===== config.mk =====
export PLATFORM = sky130hd
export DESIGN_NAME = instr_cycle_controller
export DESIGN_NICKNAME = d
export VERILOG_FILES = /design/src/rtl/instr_cycle_controller.sv
export SDC_FILE = /design/constraint.sdc
export NUM_CORES = 1
export LEC_CHECK = 0
export CORE_ASPECT_RATIO = 0.7
export CORE_MARGIN = 2
export CORE_UTILIZATION = 42
export CTS_BUF_LIST = sky130_fd_sc_hd__clkbuf_8
export DETAILED_ROUTE_END_ITERATION = 10
export HOLD_SLACK_MARGIN = 0.08
export MAX_ROUTING_LAYER = met4
export PLACE_DENSITY = 0.91
export SYNTH_ARGS = -nofsm -noshare
export SYNTH_HDL_FRONTEND = slang
export SYNTH_SLANG_ARGS = --single-unit

===== constraint.sdc =====
create_clock -name CLK -period 2.4 [get_ports CLK]
set_input_delay 0.48 -clock CLK [delete_from_list [all_inputs] [get_ports CLK]]
set_output_delay 0.48 -clock CLK [all_outputs]
set_load 0.1 [all_outputs]

===== src/rtl/instr_cycle_controller.sv =====
// Instruction cycle controller for a basic accumulator machine.
// Decodes the external T-state and latched instruction fields into the
// register, bus, ALU and memory strobes for fetch, indirect and execute.
`timescale 1ns/1ps
module instr_cycle_controller (
   input  logic        CLK,
   input  logic        reset,
   input  logic        start,
   input  logic [3:0]  t_count,
   input  logic [15:0] ir,
   input  logic        dr_zero,
   input  logic        mem_ack,
   output logic        sc_clr,
   output logic        sc_inc,
   output logic [2:0]  bus_sel,
   output logic        ar_ld,
   output logic        ar_inc,
   output logic        pc_ld,
   output logic        pc_inc,
   output logic        ir_ld,
   output logic        dr_ld,
   output logic        dr_inc,
   output logic        ac_ld,
   output logic [1:0]  alu_op,
   output logic        mem_rd,
   output logic        mem_wr,
   output logic        halted
);

   typedef enum logic [1:0] {StIdle, StRun, StHalt} state_e;

   localparam logic [2:0] BusAr  = 3'd1;
   localparam logic [2:0] BusPc  = 3'd2;
   localparam logic [2:0] BusDr  = 3'd3;
   localparam logic [2:0] BusAc  = 3'd4;
   localparam logic [2:0] BusIr  = 3'd5;
   localparam logic [2:0] BusMem = 3'd7;

   localparam logic [1:0] AluPass = 2'b00;
   localparam logic [1:0] AluAnd  = 2'b01;
   localparam logic [1:0] AluAdd  = 2'b10;

   state_e     state_q, state_d;
   logic       i_q;
   logic [2:0] op_q;
   logic       latch_en;

   // Only I, op and bit 0 of the instruction are decoded here.
   logic unused_ir;
   assign unused_ir = ^ir[11:1];

   assign latch_en = (state_q == StRun) && (t_count == 4'd2);

   // State register, asynchronously cleared to IDLE.
   always_ff @(posedge CLK or posedge reset) begin
      if (reset) begin
         state_q <= StIdle;
      end else begin
         state_q <= state_d;
      end
   end

   // Capture addressing mode and opcode when IR is decoded at T2.
   always_ff @(posedge CLK or posedge reset) begin
      if (reset) begin
         i_q  <= 1'b0;
         op_q <= 3'd0;
      end else if (latch_en) begin
         i_q  <= ir[15];
         op_q <= ir[14:12];
      end
   end

   // Next-state and all control strobes; memory T-states stall until mem_ack.
   always_comb begin
      state_d = state_q;
      sc_clr  = 1'b0;
      sc_inc  = 1'b0;
      bus_sel = 3'd0;
      ar_ld   = 1'b0;
      ar_inc  = 1'b0;
      pc_ld   = 1'b0;
      pc_inc  = 1'b0;
      ir_ld   = 1'b0;
      dr_ld   = 1'b0;
      dr_inc  = 1'b0;
      ac_ld   = 1'b0;
      alu_op  = AluPass;
      mem_rd  = 1'b0;
      mem_wr  = 1'b0;
      halted  = 1'b0;

      if (!reset) begin
         unique case (state_q)
            StIdle, StHalt: begin
               halted = (state_q == StHalt);
               if (start) begin
                  sc_clr  = 1'b1;
                  state_d = StRun;
               end
            end
            StRun: begin
               case (t_count)
                  4'd0: begin
                     bus_sel = BusPc;
                     ar_ld   = 1'b1;
                     sc_inc  = 1'b1;
                  end
                  4'd1: begin
                     bus_sel = BusMem;
                     mem_rd  = 1'b1;
                     if (mem_ack) begin
                        ir_ld  = 1'b1;
                        pc_inc = 1'b1;
                        sc_inc = 1'b1;
                     end
                  end
                  4'd2: begin
                     bus_sel = BusIr;
                     ar_ld   = 1'b1;
                     sc_inc  = 1'b1;
                  end
                  4'd3: begin
                     if (op_q != 3'd7) begin
                        if (i_q) begin
                           bus_sel = BusMem;
                           mem_rd  = 1'b1;
                           if (mem_ack) begin
                              ar_ld  = 1'b1;
                              sc_inc = 1'b1;
                           end
                        end else begin
                           sc_inc = 1'b1;
                        end
                     end else begin
                        // HLT is direct op 7 with bit 0 set; anything else is a NOP.
                        sc_clr = 1'b1;
                        if (!i_q && ir[0]) begin
                           state_d = StHalt;
                        end
                     end
                  end
                  4'd4: begin
                     case (op_q)
                        3'd0, 3'd1, 3'd2, 3'd6: begin
                           bus_sel = BusMem;
                           mem_rd  = 1'b1;
                           if (mem_ack) begin
                              dr_ld  = 1'b1;
                              sc_inc = 1'b1;
                           end
                        end
                        3'd3: begin
                           bus_sel = BusAc;
                           mem_wr  = 1'b1;
                           if (mem_ack) begin
                              sc_clr = 1'b1;
                           end
                        end
                        3'd4: begin
                           bus_sel = BusAr;
                           pc_ld   = 1'b1;
                           sc_clr  = 1'b1;
                        end
                        3'd5: begin
                           bus_sel = BusPc;
                           mem_wr  = 1'b1;
                           if (mem_ack) begin
                              ar_inc = 1'b1;
                              sc_inc = 1'b1;
                           end
                        end
                        default: sc_clr = 1'b1;
                     endcase
                  end
                  4'd5: begin
                     case (op_q)
                        3'd0: begin
                           ac_ld  = 1'b1;
                           alu_op = AluAnd;
                           sc_clr = 1'b1;
                        end
                        3'd1: begin
                           ac_ld  = 1'b1;
                           alu_op = AluAdd;
                           sc_clr = 1'b1;
                        end
                        3'd2: begin
                           ac_ld  = 1'b1;
                           alu_op = AluPass;
                           sc_clr = 1'b1;
                        end
                        3'd5: begin
                           bus_sel = BusAr;
                           pc_ld   = 1'b1;
                           sc_clr  = 1'b1;
                        end
                        3'd6: begin
                           dr_inc = 1'b1;
                           sc_inc = 1'b1;
                        end
                        default: sc_clr = 1'b1;
                     endcase
                  end
                  4'd6: begin
                     if (op_q == 3'd6) begin
                        bus_sel = BusDr;
                        mem_wr  = 1'b1;
                        if (mem_ack) begin
                           sc_clr = 1'b1;
                           pc_inc = dr_zero;
                        end
                     end else begin
                        sc_clr = 1'b1;
                     end
                  end
                  // Out-of-range T-state: restart the cycle without side effects.
                  default: sc_clr = 1'b1;
               endcase
            end
            default: state_d = StIdle;
         endcase
      end
   end

endmodule

==> flow_summary.ini, run 1 <==
[die]
die_area_um2 = 2470
die_height_um = 42.2
fp-row-count = 13
core-area_um2 = 1900
die_x_um = 58.5
pin_count = 43
start_util_pct = 46.0

[clock_network]
cts_buffers = 3
cts_root_buffer = clkbuf_8
clk_latency_ps = 230
cts_sinks = 6
clk_transition_reported_paths_ps = 40
cts_max_level = 1
cts_hold_buffers = 0
cts_tree = done
clockBufferDepth = 2

[finish]
final_nets = 198
final_util_pct = 93.9
diodes = 0
fin_cells = 193
drive_gt1_share_pct = 55.6
mostFrequentLayoutCells = buf_4, buf_12, nand3_1
area.growth.synth_to_final_pct = 104
final_common_cell = buf_4
design_area_um2 = 1790

[setup_path]
cp.depth = 5
crit_path_cell_trace = or3b_4 > a311oi_4 > nand2_1 > o21ai_4 > buf_12
crit_required_ps = 1920
r2r_setup_slack_ps = 1030
cp_max_fo = 4
r2r_cells = 4
critPathTopFamily = simple AND/OR/NAND/NOR gates
regToRegStartpoint = op_q[2]$_DFFE_PP0P_
cp-end-kind = output port
reg2reg_to = state_q[0]$_DFFE_PP0P_
slowest_stage = or3b_4
critPathBufInv = 1
worstSetupPathType = reg2out
cpPeakStageDelay_ps = 430
critPathArrivalTime_ps = 1900
critPathLaunchType = register

[flow_run]
maxCapViolations = 0

[power]
power.internal_uw = 390
total_leakage_power_nw = 0.714
power.share.clock_pct = 21.2
swShare_pct = 46.9
ir_drop_v = 0.000662
p_switching_uw = 344
pwr-share-seq_pct = 26.6
p_per_area_nw_per_um2 = 411
pwr-share-comb_pct = 52.2

[routing]
drt-total-wl_um = 4300
wl_per_cell_um = 22.3
final_antenna_net_count = 0
drtPass1Iterations = 4
drc = 0
via_per_inst = 6.82
first_iter_violations = 113
via_count = 1316

[timing]
tightest_slew_ps = 332
hold_viol = 0
max_freq_ghz = 0.421
setup_slack_ps = 23.8
rsz0062_at_grt = true
fin_hold_ws_ps = 444
clock_skew_ps = 4.10
period_minus_slack_ps = 2380
max-slew-margin-rel_pct = 77.8
slew_violations = 0
finalCritPeriodShare_pct = 99.0
finalSetupViolCount = 0

[synthesis]
synth-edff-count = 0
ys_top_cells_by_area = dfrtp_1, a21oi_1, mux2_2
yosys_warnings = 0
synth_top_cell_by_area = dfrtp_1
ys_seq_elements = 6
synth_flop_cell = dfrtp_1
netlist_area_um2 = 875
yosysTopAreaCellShare_pct = 17.2
ys_types = 41
synth-seq-area-share_pct = 17.2
synth_fp_nets = 144
async_flop_share_pct = 100
synth.avg_cell_area_um2 = 7.35
synthCells = 119

[place]
place_ws_ps = -381
dpl.hpwl_um = 3000
gp_congestion = 0.876
placed_cells = 189
dpl-instance-area_um2 = 1730
portBuffers = 31

[min_path]
hold_class = in2async

[status]
outcome = finished, final reports clean

[grt]
top_usage_layer = met2
grt_max_degree = 20
use_met3_pct = 8.02
grt_overflow = 0
grt_pass1_wl_um = 6920
grtUsageTotal_pct = 38.7
grt_use_met1_pct = 42.4
antenna_found_initial = 0
met2_usage_pct = 64.5
grt_pass1_vias = 1394
==> timing repair <==
action	4_1_cts	5_1_grt
gates resized for setup	23	11
pin swaps	8	3
buffers inserted	1	0
endpoints found under the setup margin	17	6
==> stage by stage <==
stage               setup TNS [ps]  power (mW)
global placement             -2450       0.518
finish                           0       0.734
floorplan                     -901       0.414
CTS                              0       0.713
global route                  -132       0.760
detailed placement           -3520       0.547
==> power groups by stage <==
stage | Clock, mW | Sequential [mW] | Combinational (mW)
6_report | 0.156 | 0.195 | 0.383
5_1_grt | 0.163 | 0.197 | 0.399
4_1_cts | 0.158 | 0.187 | 0.368
3_5_place_dp | 0 | 0.181 | 0.366
3_3_place_gp | 0 | 0.175 | 0.343
2_1_floorplan | 0 | 0.126 | 0.288
==> synthesized netlist by cell type, types with 2 or more instances <==
cell type / instances
a21oi_1: 9
nor2_1: 9
nand3_1: 8
o21ai_0: 8
nand2_1: 7
buf_2: 6
dfrtp_1: 6
inv_1: 6
clkbuf_1: 4
mux2_2: 4
nor2b_1: 4
nor3_1: 4
and3_1: 3
nand4_1: 3
o2111ai_1: 3
a31oi_1: 2
and3b_1: 2
nand2b_1: 2
nand3b_1: 2
nor3b_1: 2
nor4_1: 2
o211ai_1: 2
o21a_1: 2
xor2_1: 2
==> layer usage <==
metal	up-vias	part of all wire, %
met2	123	47
met4	0	7.0
met3	39	11
met5	-	0
li1	548	-
met1	606	35
==> worst min-delay path, delay by kind of cell <==
kind	cells	cell delay, ps
buf+inv	4	520
==> cell type report <==
type	instances	area (um^2)
sequential	6	156
timing repair buffer	60	689
clock buffer	3	41.3
multi-input combinational	96	846
inverter	6	26.3
tap	22	27.5
fill	52	116
==> registers in the layout, indices dropped and copies added (netlist names) <==
| register | cells |
|---|---|
| i_q | 1 |
| op_q | 3 |
| state_q | 2 |
==> worst max-delay path by stage <==
| stage | from | endpoint | slack [ps] |
|---|---|---|---|
| finish | state_q[1]$_DFFE_PP0P_ | bus_sel[0] | 20 |
| global route | t_count[1] | sc_clr | -70 |
| CTS | t_count[1] | bus_sel[1] | 0.03 |
| detailed placement | t_count[1] | bus_sel[1] | -380 |
| global placement | t_count[1] | bus_sel[1] | -280 |
| floorplan | reset | alu_op[1] | -280 |
==> cells by family after synthesis <==
family,synth area share [%]
AOI/OAI and AO/OA,29.2
xor gates and xnor gates,2.00
buffers and inverters,9.01
DFF,17.2
muxes,5.15
and+or+nand+nor,37.5
Power figures use the tool's default switching activity.
==> inputs of run 2 (changes only) <==
--- a/config.mk
+++ b/config.mk
@@ -13,6 +13,7 @@
 export HOLD_SLACK_MARGIN = 0.08
 export MAX_ROUTING_LAYER = met4
 export PLACE_DENSITY = 0.91
+export SLEW_MARGIN = 10
 export SYNTH_ARGS = -nofsm -noshare
 export SYNTH_HDL_FRONTEND = slang
 export SYNTH_SLANG_ARGS = --single-unit
==> results of run 2 <==
No change in the layout: final DEF, timing and power equal those of run 1.
==> variant (config.mk and constraints of run 1) <==
Encoding of `state_e`: now one-hot (3 bits for 3 states).
--- a/src/rtl/instr_cycle_controller.sv
+++ b/src/rtl/instr_cycle_controller.sv
@@ -27,7 +27,7 @@
    output logic        halted
 );
 
-   typedef enum logic [1:0] {StIdle, StRun, StHalt} state_e;
+   typedef enum logic [2:0] {StIdle = 3'b001, StRun = 3'b010, StHalt = 3'b100} state_e;
 
    localparam logic [2:0] BusAr  = 3'd1;
    localparam logic [2:0] BusPc  = 3'd2;
Function: same outputs for any inputs over 10 cycles, from zero or initial values and one cycle with reset high; not proved beyond that.
==> variant against run 1 <==
The flow now finishes with violations (setup timing); combinational power rose by 87%; wire length grew 34%; count of clock-buffer cells in the layout is the same; utilization rose by 1.8 points; area after synthesis grew 5.2%; total power is 49% higher; non-clock buffer count rose by 11; worst setup slack worse by 0.45 ns; global-route usage is 7.1 points higher; critical path depth did not move; synthesized cell count up 5.0%; sequential cell count increased by 1; design area up 13%; clock skew rose by 0.0018 ns; critical endpoint is now alu_op[0]; highest routed layer unchanged.
==> variant: results (changes against run 1) <==
{| class="wikitable"
! Metric !! Value
|-
| Status || complete, but fails checks
|-
| Violated checks || setup timing
|-
| Largest registers || op_q: 3 flops, state_q: 3 flops, i_q: 1 flops
|-
| Cell with the largest stage delay on the worst path || sky130_fd_sc_hd__or4b_4
|-
| Vias after detailed routing || 1529 (+16%)
|-
| Final setup vio count || 16 (+16)
|-
| Violation count after the first detailed-routing iteration || 232 (+110%)
|-
| Dpl hpwl || 2983 µm (-0.40%)
|-
| Number of nets produced by synthesis || 150 (+4.2%)
|-
| Data arrival, critical path || 2.35 ns (+0.45 ns)
|-
| Global-route wire length before repair || 8238 µm (+19%)
|-
| Maximum vdd drop || 0.5659 mV (-14%)
|-
| Final worst clock skew || 0.005857 ns (+0.001757 ns)
|-
| DRT Pass-1 Iters || 5 (+1)
|-
| Number of placed instances with taps included || 199 (+5.3%)
|-
| Sequential fraction of the synthesis area || 19.18% (+2.0 points)
|-
| Reg2Reg Capture Point || op_q[1]
|-
| Net count reported at finish || 214 (+8.1%)
|-
| Worst slew margin relative to its limit || 75.49% (-2.3 points)
|-
| Maximum cell stage delay along the critical path || 0.55 ns (+0.12 ns)
|-
| Filler cell count in the final layout || 43 (-17%)
|-
| Fraction of met2 tracks used by global routing || 68.91% (+4.4 points)
|-
| Largest cells by area after synthesis || sky130_fd_sc_hd__dfrtp_1 16%, sky130_fd_sc_hd__nor2_1 5.7%, sky130_fd_sc_hd__mux2_2 4.9%, sky130_fd_sc_hd__nand2_1 4.5%, sky130_fd_sc_hd__a311oi_1 3.8%
|-
| Wire per inst || 27.23 µm (+22%)
|-
| Setup ws final || -0.4254 ns (-0.4492 ns)
|}
==> variant: worst min-delay path: cells and delay by family <==
kind                   cells  cell delay, ns
buffers and inverters      3            0.50
==> variant: how the worst max path moves through the flow <==
| stage | slack, ns | depth (start not counted) | from | endpoint |
|---|---|---|---|---|
| after global routing | -0.45 | 5 | state_q[2] | alu_op[0] |
| after detailed placement | -0.66 | 6 | reset | alu_op[0] |
| after global placement | -0.65 | 6 | reset | alu_op[1] |
| after CTS | -0.39 | 5 | state_q[2] | alu_op[0] |
| final | -0.43 | 5 | state_q[2] | alu_op[0] |
| after floorplan | -0.65 | 5 | state_q[0] | pc_ld |
==> variant: layer usage <==
layer,part of all wire [%],wire [µm]
met1,36,2069
met4,8.9,514
met2,43,2472
met5,0,0
met3,12,716
==> variant: layout make-up <==
| class | count | area (µm²) | area share (%) |
|---|---|---|---|
| multi-input cells | 100 | 955.9 | 47.51 |
| well taps | 24 | 30.03 | 1.493 |
| clock inverters | 1 | 3.754 | 0.1866 |
| flip-flops and latches | 7 | 176.4 | 8.769 |
| clock buffers | 3 | 41.29 | 2.052 |
| repair buffers | 71 | 782.0 | 38.87 |
| inverters | 6 | 22.52 | 1.119 |
==> variant: per-stage QoR <==
step	setup TNS [ns]	worst slack [ns]	cell area [µm²]	hold slack, ns	total power (µW)
6_report	-3.771	-0.4254	2012	0.3648	1095
5_1_grt	-4.030	-0.4475	2012	0.3977	1116
4_1_cts	-2.683	-0.3851	1956	0.3496	979.6
3_5_place_dp	-7.302	-0.6643	1800	0.6429	779.3
3_3_place_gp	-6.794	-0.6484	1800	0.5943	739.7
2_1_floorplan	-5.771	-0.6462	1110	0.2907	586.2
==> variant: timing repair <==
item / CTS / global route
cloned: 0 / 0
buffers inserted: 7 / 3
endpoints found under the setup margin: 17 / 17
pin swaps: 17 / 8
gates resized for setup: 34 / 10
==> variant: logic make-up after synthesis <==
family	after synthesis	share of synthesized area (%)
XOR/XNOR	3	2.858
buffers and inverters	18	9.115
multiplexers	4	4.898
AO/OA/AOI/OAI	31	24.63
flip-flops	7	19.18
AND/OR/NAND/NOR	62	39.32
==> variant: power breakdown <==
part	switching (µW)	internal (µW)	total, µW
Clock	50.3	110	161
Combinational	455	262	717
Sequential	50.6	167	217
Total	556	539	1090
